File: src/rtl/mem_stage.sv
// rtl/mem_stage.sv - MUSA memory-access stage: dmem req/ack transactions and registered write-back.
// Optional abort-on-timeout logic is built when MEM_TIMEOUT_EN is defined.
module mem_stage #(
  parameter int unsigned TIMEOUT_CYCLES = 255
) (
  input  logic        clk,
  input  logic        reset,
  input  logic        ex_valid,
  input  logic [31:0] ex_result,
  input  logic [31:0] ex_store_data,
  input  logic        ex_mem_read,
  input  logic        ex_mem_write,
  input  logic [4:0]  ex_rd,
  input  logic        ex_reg_write,
  output logic        stall,
  output logic        dmem_req,
  output logic        dmem_we,
  output logic [31:0] dmem_addr,
  output logic [31:0] dmem_wdata,
  input  logic [31:0] dmem_rdata,
  input  logic        dmem_ack,
  output logic        wb_valid,
  output logic [31:0] wb_data,
  output logic [4:0]  wb_rd,
  output logic        wb_reg_write,
  output logic        mem_error
);

  localparam logic [0:0] S_IDLE   = 1'b0;
  localparam logic [0:0] S_ACCESS = 1'b1;

  logic [0:0] state;
  logic [4:0] lat_rd;
  logic       lat_rw;
  logic       mem_op;
  logic       timeout_hit;

  assign mem_op = ex_mem_read | ex_mem_write;
  assign stall  = (state == S_ACCESS) || (ex_valid && mem_op);

`ifdef MEM_TIMEOUT_EN
  logic [15:0] to_cnt;
  logic        err_q;

  // Abort lands on the TIMEOUT_CYCLES-th ACCESS edge without ack.
  assign timeout_hit = (to_cnt == 16'(TIMEOUT_CYCLES - 1));
  assign mem_error   = err_q;

  always_ff @(posedge clk or negedge reset) begin
    if (!reset) begin
      to_cnt <= 16'd0;
      err_q  <= 1'b0;
    end else if (state == S_IDLE) begin
      to_cnt <= 16'd0;
    end else if (!dmem_ack) begin
      to_cnt <= to_cnt + 16'd1;
      if (timeout_hit) err_q <= 1'b1;
    end
  end
`else
  logic unused_timeout;

  assign timeout_hit    = 1'b0;
  assign mem_error      = 1'b0;
  assign unused_timeout = ^TIMEOUT_CYCLES;
`endif

  always_ff @(posedge clk or negedge reset) begin
    if (!reset) begin
      state        <= S_IDLE;
      dmem_req     <= 1'b0;
      dmem_we      <= 1'b0;
      dmem_addr    <= 32'd0;
      dmem_wdata   <= 32'd0;
      lat_rd       <= 5'd0;
      lat_rw       <= 1'b0;
      wb_valid     <= 1'b0;
      wb_data      <= 32'd0;
      wb_rd        <= 5'd0;
      wb_reg_write <= 1'b0;
    end else begin
      wb_valid <= 1'b0;
      if (state == S_IDLE) begin
        if (ex_valid && mem_op) begin
          // A bundle flagged both read and write is issued as a store.
          dmem_req   <= 1'b1;
          dmem_we    <= ex_mem_write;
          dmem_addr  <= ex_result;
          dmem_wdata <= ex_store_data;
          lat_rd     <= ex_rd;
          lat_rw     <= ex_reg_write;
          state      <= S_ACCESS;
        end else if (ex_valid) begin
          wb_valid     <= 1'b1;
          wb_data      <= ex_result;
          wb_rd        <= ex_rd;
          wb_reg_write <= ex_reg_write && (ex_rd != 5'd0);
        end
      end else begin
        if (dmem_ack) begin
          dmem_req     <= 1'b0;
          wb_valid     <= 1'b1;
          wb_rd        <= lat_rd;
          wb_data      <= dmem_we ? dmem_addr : dmem_rdata;
          wb_reg_write <= !dmem_we && lat_rw && (lat_rd != 5'd0);
          state        <= S_IDLE;
        end else if (timeout_hit) begin
          dmem_req     <= 1'b0;
          wb_valid     <= 1'b1;
          wb_rd        <= lat_rd;
          wb_data      <= 32'd0;
          wb_reg_write <= 1'b0;
          state        <= S_IDLE;
        end
      end
    end
  end

endmodule

File: config.mk
export PLATFORM = sky130hd
export DESIGN_NAME = mem_stage
export DESIGN_NICKNAME = d
export VERILOG_FILES = /design/src/rtl/mem_stage.sv
export SDC_FILE = /design/constraint.sdc
export NUM_CORES = 1
export LEC_CHECK = 0
export BUFFER_PORTS_ARGS = -buffer_cell sky130_fd_sc_hd__buf_2
export CORE_MARGIN = 1
export CORE_UTILIZATION = 49
export CTS_CLUSTER_SIZE = 28
export DETAILED_ROUTE_END_ITERATION = 8
export GPL_TIMING_DRIVEN = 0
export HOLD_SLACK_MARGIN = 0.02
export PLACE_DENSITY = 0.85
export REMOVE_ABC_BUFFERS = 1
export SETUP_SLACK_MARGIN = 0.02
export SLEW_MARGIN = 40
export SYNTH_ARGS = -nofsm -noshare
export SYNTH_HDL_FRONTEND = slang
export SYNTH_SLANG_ARGS = --single-unit
export TNS_END_PERCENT = 5
File: constraint.sdc
create_clock -name clk -period 2.1 [get_ports clk]
set_clock_uncertainty 0.1 [all_clocks]
set_input_delay 0.21 -clock clk [delete_from_list [all_inputs] [get_ports clk]]
set_output_delay 0.21 -clock clk [all_outputs]
set_load 0.02 [all_outputs]
-- After elaboration in Yosys (flattened, before gate mapping)
Index checks and enable logic that the tools add are counted.
- register bits: 112
- bits of input ports: 108
- mux-type cells: 23
- bitwise gates (word level): 2
- equality and inequality tests: 2
- reduce and logical (&&, ||, !) cells: 13
- operators by type and width (cell ; number):
    32-bit two-way mux ; 5
    5-bit two-way mux ; 4
    1-bit two-way mux ; 14
    5-bit nonzero test ; 2
    1-bit logical AND ; 4
    2-bit != test (second input constant) ; 2
    2-bit AND reduction ; 2
    2-bit nonzero test ; 2
    3-bit AND reduction ; 1
    1-bit zero test ; 1
    1-bit logical OR ; 1
    1-bit NOT ; 1
    1-bit bitwise OR ; 1

-- Depth between registers and ports, before layout
Gate-level depths: netlist (run 1).
- word-level depth: 5
- gate-level depth with buffers: 5
- depth with buffers taken out: 3

-- Least setup slack after synthesis (run 1)
Ideal clock, no wire load.
- path kind: reg-to-reg
- from: reg dmem_we
- to: reg wb_data[13]
- path buffers: 2
- data arrival time: 1.438 ns
- setup time: 0.125 ns
- stages on the path, launching flop included: 6
- path slack: 0.437 ns
- cells stage by stage: dfrtp_1 -> buf_2 -> buf_2 -> mux2i_1 -> a21oi_1 -> mux2_4
- cells in the longest elaborated chain, start to end: 3
- ends and longest elaborated chain (what ; RTL line ; RTL):
    from (decl) ; 17 ; output logic dmem_we,
    from (signal assigned) ; 87 ; dmem_we <= ex_mem_write;
    32-bit two-way mux ; 104 ; wb_data <= dmem_we ? dmem_addr : dmem_rdata;
    32-bit two-way mux ; 100 ; if (dmem_ack) begin
    32-bit two-way mux ; 83 ; if (state == S_IDLE) begin
    to (signal assigned) ; 95 ; wb_data <= ex_result;
    to (signal assigned) ; 104 ;
    to (decl) ; 23 ; output logic [31:0] wb_data,
Every way passes these cells. The select of a mux whose other input is x is not followed.
A chain may end at the register's enable or synchronous reset.

-- Worst setup path after layout (run 1)
- from: reg state
- to: reg dmem_wdata[27]
- cells in the longest elaborated chain, start to end: 2
- ends and longest elaborated chain (what ; RTL line ; RTL):
    from (decl) ; 32 ; logic [0:0] state;
    from (signal assigned) ; 70 ; state <= S_IDLE;
    from (signal assigned) ; 92 ; state <= S_ACCESS;
    from (signal assigned) ; 106 ; state <= S_IDLE;
    1-bit NOT (no source line) ; - ;
    2-bit AND reduction (no source line) ; - ;
    to (signal assigned) ; 89 ; dmem_wdata <= ex_store_data;
    to (decl) ; 19 ; output logic [31:0] dmem_wdata,
Every way passes these cells.

==> results of run 1 <==
## area by class of cell
cell class | count | area [um2] | share of cell area, %
Multi-Input combinational cell | 228 | 2307 | 30.96
Clock inverter | 5 | 57.56 | 0.7723
Inverter | 1 | 3.754 | 0.05037
Clock buffer | 11 | 131.4 | 1.763
Tap cell | 136 | 170.2 | 2.283
Timing Repair Buffer | 297 | 1972 | 26.46
Sequential cell | 112 | 2810 | 37.71
## worst paths after layout
path	start	end	slack (ps)	cells after the start
min	ex_mem_read	dmem_we	60	3
max	state	dmem_wdata[27]	90	4
min in group asynchronous	reset	dmem_wdata[0]	230	2
max in group asynchronous	reset	wb_data[6]	1020	3
min reg2reg	wb_data[30]	wb_data[30]	410	1
max reg2reg	state	dmem_wdata[27]	90	4
## synth_stat cells (all sizes together)
cell and n:
a211oi 1, a21boi 1, a21o 2, a21oi 33
a22o 1, a31oi 1, and2 2, buf 24
clkbuf 1, conb 1, dfrtp 112, inv 1
mux2 112, mux2i 32, nand2 1, nor2 34
nor2b 2, o2111ai 1, o21ai 1, or2 1
or4 2
## metal layers
layer / GRT usage, % / vias up
li1: - / 1863
met1: 28.86 / 1947
met2: 42.81 / 164
met3: 5.273 / 21
met4: 9.100 / 0
met5: 0 / -
## worst register-to-register path, delay by kind of cell, from the launching register on
kind / cells / cell delay (ps)
and+or+nand+nor: 2 / 480
muxes: 1 / 360
DFF: 1 / 680
buffers and inverters: 1 / 260
## timing repair
| action | 4_1_cts | 5_1_grt |
|---|---|---|
| endpoints found under the hold margin | 128 | 0 |
| pin swaps | 2 | 0 |
| endpoints found under the setup margin | 81 | 21 |
| gates resized for setup | 2 | 0 |
| hold buffers | 73 | 0 |
| setup buffers | 2 | 3 |
## where the power goes
group | total (mW) | switching, mW | internal (mW)
clock network | 1.24 | 0.688 | 0.554
registers | 3.63 | 0.632 | 3.00
logic | 4.22 | 2.16 | 2.06
total | 9.09 | 3.48 | 5.61
## cell usage in the layout, fill, tap and decap left out, drive strengths merged
cell / synthesis / layout
dlygate4sd3: 0 / 73
a21o: 2 / 2
or4: 2 / 2
clkinv: 0 / 4
or2: 1 / 1
mux2i: 32 / 32
inv: 1 / 1
a21boi: 1 / 1
o21ai: 1 / 1
bufinv: 0 / 1
a22o: 1 / 1
a31oi: 1 / 1
o2111ai: 1 / 1
conb: 1 / 1
and2: 2 / 2
nand2: 1 / 1
nor2b: 2 / 2
a21oi: 33 / 33
a211oi: 1 / 1
buf: 24 / 224
nor2: 34 / 34
mux2: 112 / 112
clkbuf: 1 / 11
dfrtp: 112 / 112
## registers in the layout, summed over array words and instances (netlist names)
register / flops
wb_reg_write: 1
state: 1
lat_rd: 5
dmem_we: 1
wb_valid: 1
dmem_addr: 32
dmem_req: 1
lat_rw: 1
wb_rd: 5
wb_data: 32
dmem_wdata: 32
## logic make-up after synthesis
kind of cell           count (synthesis)  share of synthesized area, %
flip-flops                           112                         52.34
multiplexers                         144                         35.14
buffers and inverters                 26                         4.859
other                                  1                       0.07003
AO/OA/AOI/OAI                         41                         4.182
AND/OR/NAND/NOR                       42                         3.411
==> flow_metrics.tcl, run 1 <==
set metrics [dict create \
    num_rows 37 \
    cts_tree "built" \
    drt-total-wl_mm 13.58 \
    die_x_um 106.5 \
    insertion_delay_ps 360 \
    arrival_ps 2150 \
    port_buffers 213 \
    final_area_um2 7452 \
    report.final.slew_viol_count 0 \
    wl_met1_mm 5.638 \
    status "finished clean" \
    start_util_pct 51.18 \
    seq_area_frac_synth_pct 52.34 \
    drive_gt1_share_pct 54.43 \
    critical-path-slowest-cell "dfrtp_4" \
    cts.htree.levels 3 \
    post_dp_cell_area_um2 6487 \
    clk_pin_slew_ps 100 \
    rsz0062_at_grt "false" \
    dr.pass1.iters 6 \
    synth.top_cell.area_share_pct 52.34 \
    max_clock_freq_mhz 498.1 \
    yosysUniqueCellTypes 29 \
    coreArea_um2 10460 \
    path_max_fanout 34 \
    powerDensity_nw_per_um2 1220 \
    p_leak_nw 3.693 \
    finalSetupViolations 0 \
    route.met3.wl_um 908 \
    finalCritPeriodShare_pct 95.61 \
    cts_sinks 112 \
    ys_warn_count 0 \
    wl_per_cell_um 17.19 \
    hold_violations 0 \
    detail-route-antenna-nets 0 \
    endpoint_kind "flop" \
    crit_buf_inv 1 \
    yosysTopAreaCell "dfrtp_1" \
    area_growth_pct 39.16 \
    setup-tns-final_ps 0 \
    critical-path-top-delay-family "flip-flops" \
    top_layer "met4" \
    fill_cells 693 \
    die-area_um2 11350 \
    drcViolationCount 0 \
    num_vias 3995 \
    dp_hpwl_mm 8.476 \
    n_antenna_cell 0 \
    instances_no_fill 790 \
    pre_cts_slack_ps -94.96 \
    critPathKind "reg2reg" \
    grt_pass1_wl_mm 21.35 \
    syn-mean-instance-area_um2 14.63 \
    cp_cell_sequence "nor2b_4 -> and2_4 -> buf_12 -> mux2_4" \
    cts.path.max_buffers 2 \
    dp.cells 696 \
    drt-initial-drc-count 215 \
    via_per_inst 5.057 \
    place.gp.congestion 0.7383 \
    totalPowerFinal_mw 9.093 \
    crit_required_ps 2240 \
    drv_cap 0 \
    fin_crit_ps 2008 \
    antenna_found_initial 0 \
    holdWs_ps 56.05 \
    wl_met2_mm 6.761 \
    fin_ws_ps 92.22 \
    cts_inserted_buffers 9 \
    hold_path_class "in2reg" \
    cp-start-kind "flop" \
    fin_util_pct 71.23 \
    grt_pass1_vias 4305 \
    synthCells 366 \
    overflow 0 \
    grt_max_degree 65 \
    clock-root-buffer "clkbuf_8" \
    ir_drop_v 0.0007493 \
    grt_use_total_pct 24.24 \
    synth.area.top_cells "dfrtp_1 52%, mux2_4 22%, mux2_2 6.7%, mux2i_1 6.0%, a21oi_1 3.1%" \
    synth-seq-cells 112 \
    cpPeakStageDelay_ps 680 \
    ios 215 \
    fp.dieH_um 106.5 \
    syn-cell-area_um2 5355 \
    fin_nets 757 \
]
Note: power is estimated with default switching activity, not from simulation.
==> run 2, diff against run 1 <==
- CAP_MARGIN: default -> 20
- PLACE_DENSITY: 0.85 -> 0.79
==> run 2 against run 1 <==
Compared with the run above: via count up 0.38%; first-iteration DRC count down 8.4%; worst hold slack better by 12 ps; count of clock-buffer cells in the layout unchanged; worst setup slack improved by 45 ps; clock power fell by 6%; routed wire length down 0.41%; total power fell by 1.1%; final area shrank 0.52%.
==> flow_metrics.tcl, run 2 (same netlist as run 1, synthesis figures left out) <==
set metrics [dict create \
    dp_hpwl_mm 8.297 \
    finalCritPeriodShare_pct 93.49 \
    clock-root-buffer "clkbuf_8" \
    intPower_mw 5.536 \
    arrival_ps 2110 \
    ir_drop_v 0.0007066 \
    switching_share_pct 38.44 \
    grt_use_total_pct 23.70 \
    die-area_um2 11350 \
    status "finished clean" \
    drt-total-wl_mm 13.52 \
    fill_cells 690 \
    endpoint_kind "flop" \
    overflow 0 \
    critPathKind "reg2reg" \
    die_x_um 106.5 \
    fp.dieH_um 106.5 \
    finalSetupViolations 0 \
    start_util_pct 51.18 \
    via_per_inst 5.102 \
    max_clock_freq_mhz 509.4 \
    fin_crit_ps 1963 \
    crit_required_ps 2250 \
    seq_area_um2 2810 \
    final_common_cell "buf_2" \
    final_cell_mix "212 x buf_2, 110 x dfrtp_1, 80 x mux2_4" \
    cp-start-kind "flop" \
    setup-tns-final_ps 0 \
    path_max_fanout 24 \
    reg_top3 "dmem_addr x32, dmem_wdata x32, wb_data x32" \
    grt_max_degree 60 \
    cts_sinks 112 \
    p_leak_nw 3.674 \
    n_antenna_cell 0 \
    powerDensity_nw_per_um2 1213 \
    insertion_delay_ps 360 \
    min_path_cells 3 \
    p_comb_share_pct 47.1 \
    r2r_end "wb_data[7]" \
    fin_nets 754 \
    ff2ff_setup_slack_ps 140 \
    drt-initial-drc-count 197 \
    seq_power_share_pct 39.9 \
    detail-route-antenna-nets 0 \
    cts.htree.levels 3 \
    dr.pass1.iters 6 \
    totalPowerFinal_mw 8.991 \
    port_buffers 213 \
    min_from "ex_mem_read" \
    area_growth_pct 38.43 \
    hold_violations 0 \
    pre_cts_slack_ps -59.12 \
    clk_pin_slew_ps 100 \
    cts_tree "built" \
    r2r-start "state" \
    num_vias 4010 \
    holdPathEnd "dmem_we" \
    cts.path.max_buffers 2 \
    cts_inserted_buffers 9 \
    fin_util_pct 70.86 \
    clkPwrFrac_pct 13.0 \
    rsz0062_at_grt "false" \
    drcViolationCount 0 \
    antenna_found_initial 0 \
    grt_pass1_vias 4174 \
    fin_ws_ps 136.8 \
    grt_pass1_wl_mm 20.84 \
    p_switching_mw 3.456 \
    r2r_cells 4 \
    multiInputGateArea_um2 2305 \
    coreArea_um2 10460 \
    num_rows 37 \
    report.final.slew_viol_count 0 \
    place.gp.congestion 0.7595 \
    drv_cap 0 \
    drive_gt1_share_pct 54.31 \
    ios 215 \
    hold_path_class "in2reg" \
    wl_per_cell_um 17.20 \
]
[run 2: layer usage]
metal / wire length [um] / vias up / global-route usage [%]
met1: 5615 / 1983 / 28.59
met5: 0 / - / 0
met2: 6763 / 169 / 41.70
li1: - / 1844 / -
met3: 950 / 14 / 5.089
met4: 194 / 0 / 8.415
[run 2: through the flow]
| step | area (um2) | hold WS, ps | instances |
|---|---|---|---|
| 6_report | 7413 | 67.93 | 786 |
| 5_1_grt | 7413 | 72.69 | 786 |
| 4_1_cts | 7402 | 42.27 | 785 |
| 3_5_place_dp | 6487 | 49.88 | 696 |
| 3_3_place_gp | 6335 | 321.2 | 690 |
| 2_1_floorplan | 5099 | -185.6 | 341 |
[run 2: worst max-delay path by stage]
stage / start / to / slack, ps
after floorplan: state / wb_data[0] / -1200
after global placement: state / wb_data[11] / -2270
after detailed placement: state / dmem_wdata[6] / -60
after CTS: state / wb_data[7] / 60
after global routing: state / wb_data[11] / 80
final: state / wb_data[7] / 140
[run 2: cell type report]
class,instances,area share [%]
inverter,1,0.05063
clock buffer,11,2.042
clock inverter,4,0.2700
tap,136,2.295
multi-input combinational,228,31.09
timing repair buffer,294,26.35
sequential,112,37.91
[run 2: power by group through the flow]
stage	combinational [mW]	clock, mW	sequential, mW
2_1_floorplan	1.64	0	4.62
3_3_place_gp	3.85	0	3.68
3_5_place_dp	4.09	0	3.59
4_1_cts	4.20	1.20	3.58
5_1_grt	4.48	1.29	3.68
6_report	4.24	1.17	3.59
[run 2: worst max-delay path, cell delays in order (launching register included)]
cell and delay (ps):
dfrtp_4 610, nor2b_4 220, a21o_4 310, buf_12 240, mux2_2 360
[run 2: what timing repair did]
action | in CTS | in global routing
endpoints found under the setup margin | 72 | 14
endpoints found under the hold margin | 125 | 0
pin swaps | 2 | 0
hold buffers | 73 | 0
resized for setup | 1 | 0
buffers inserted | 1 | 1
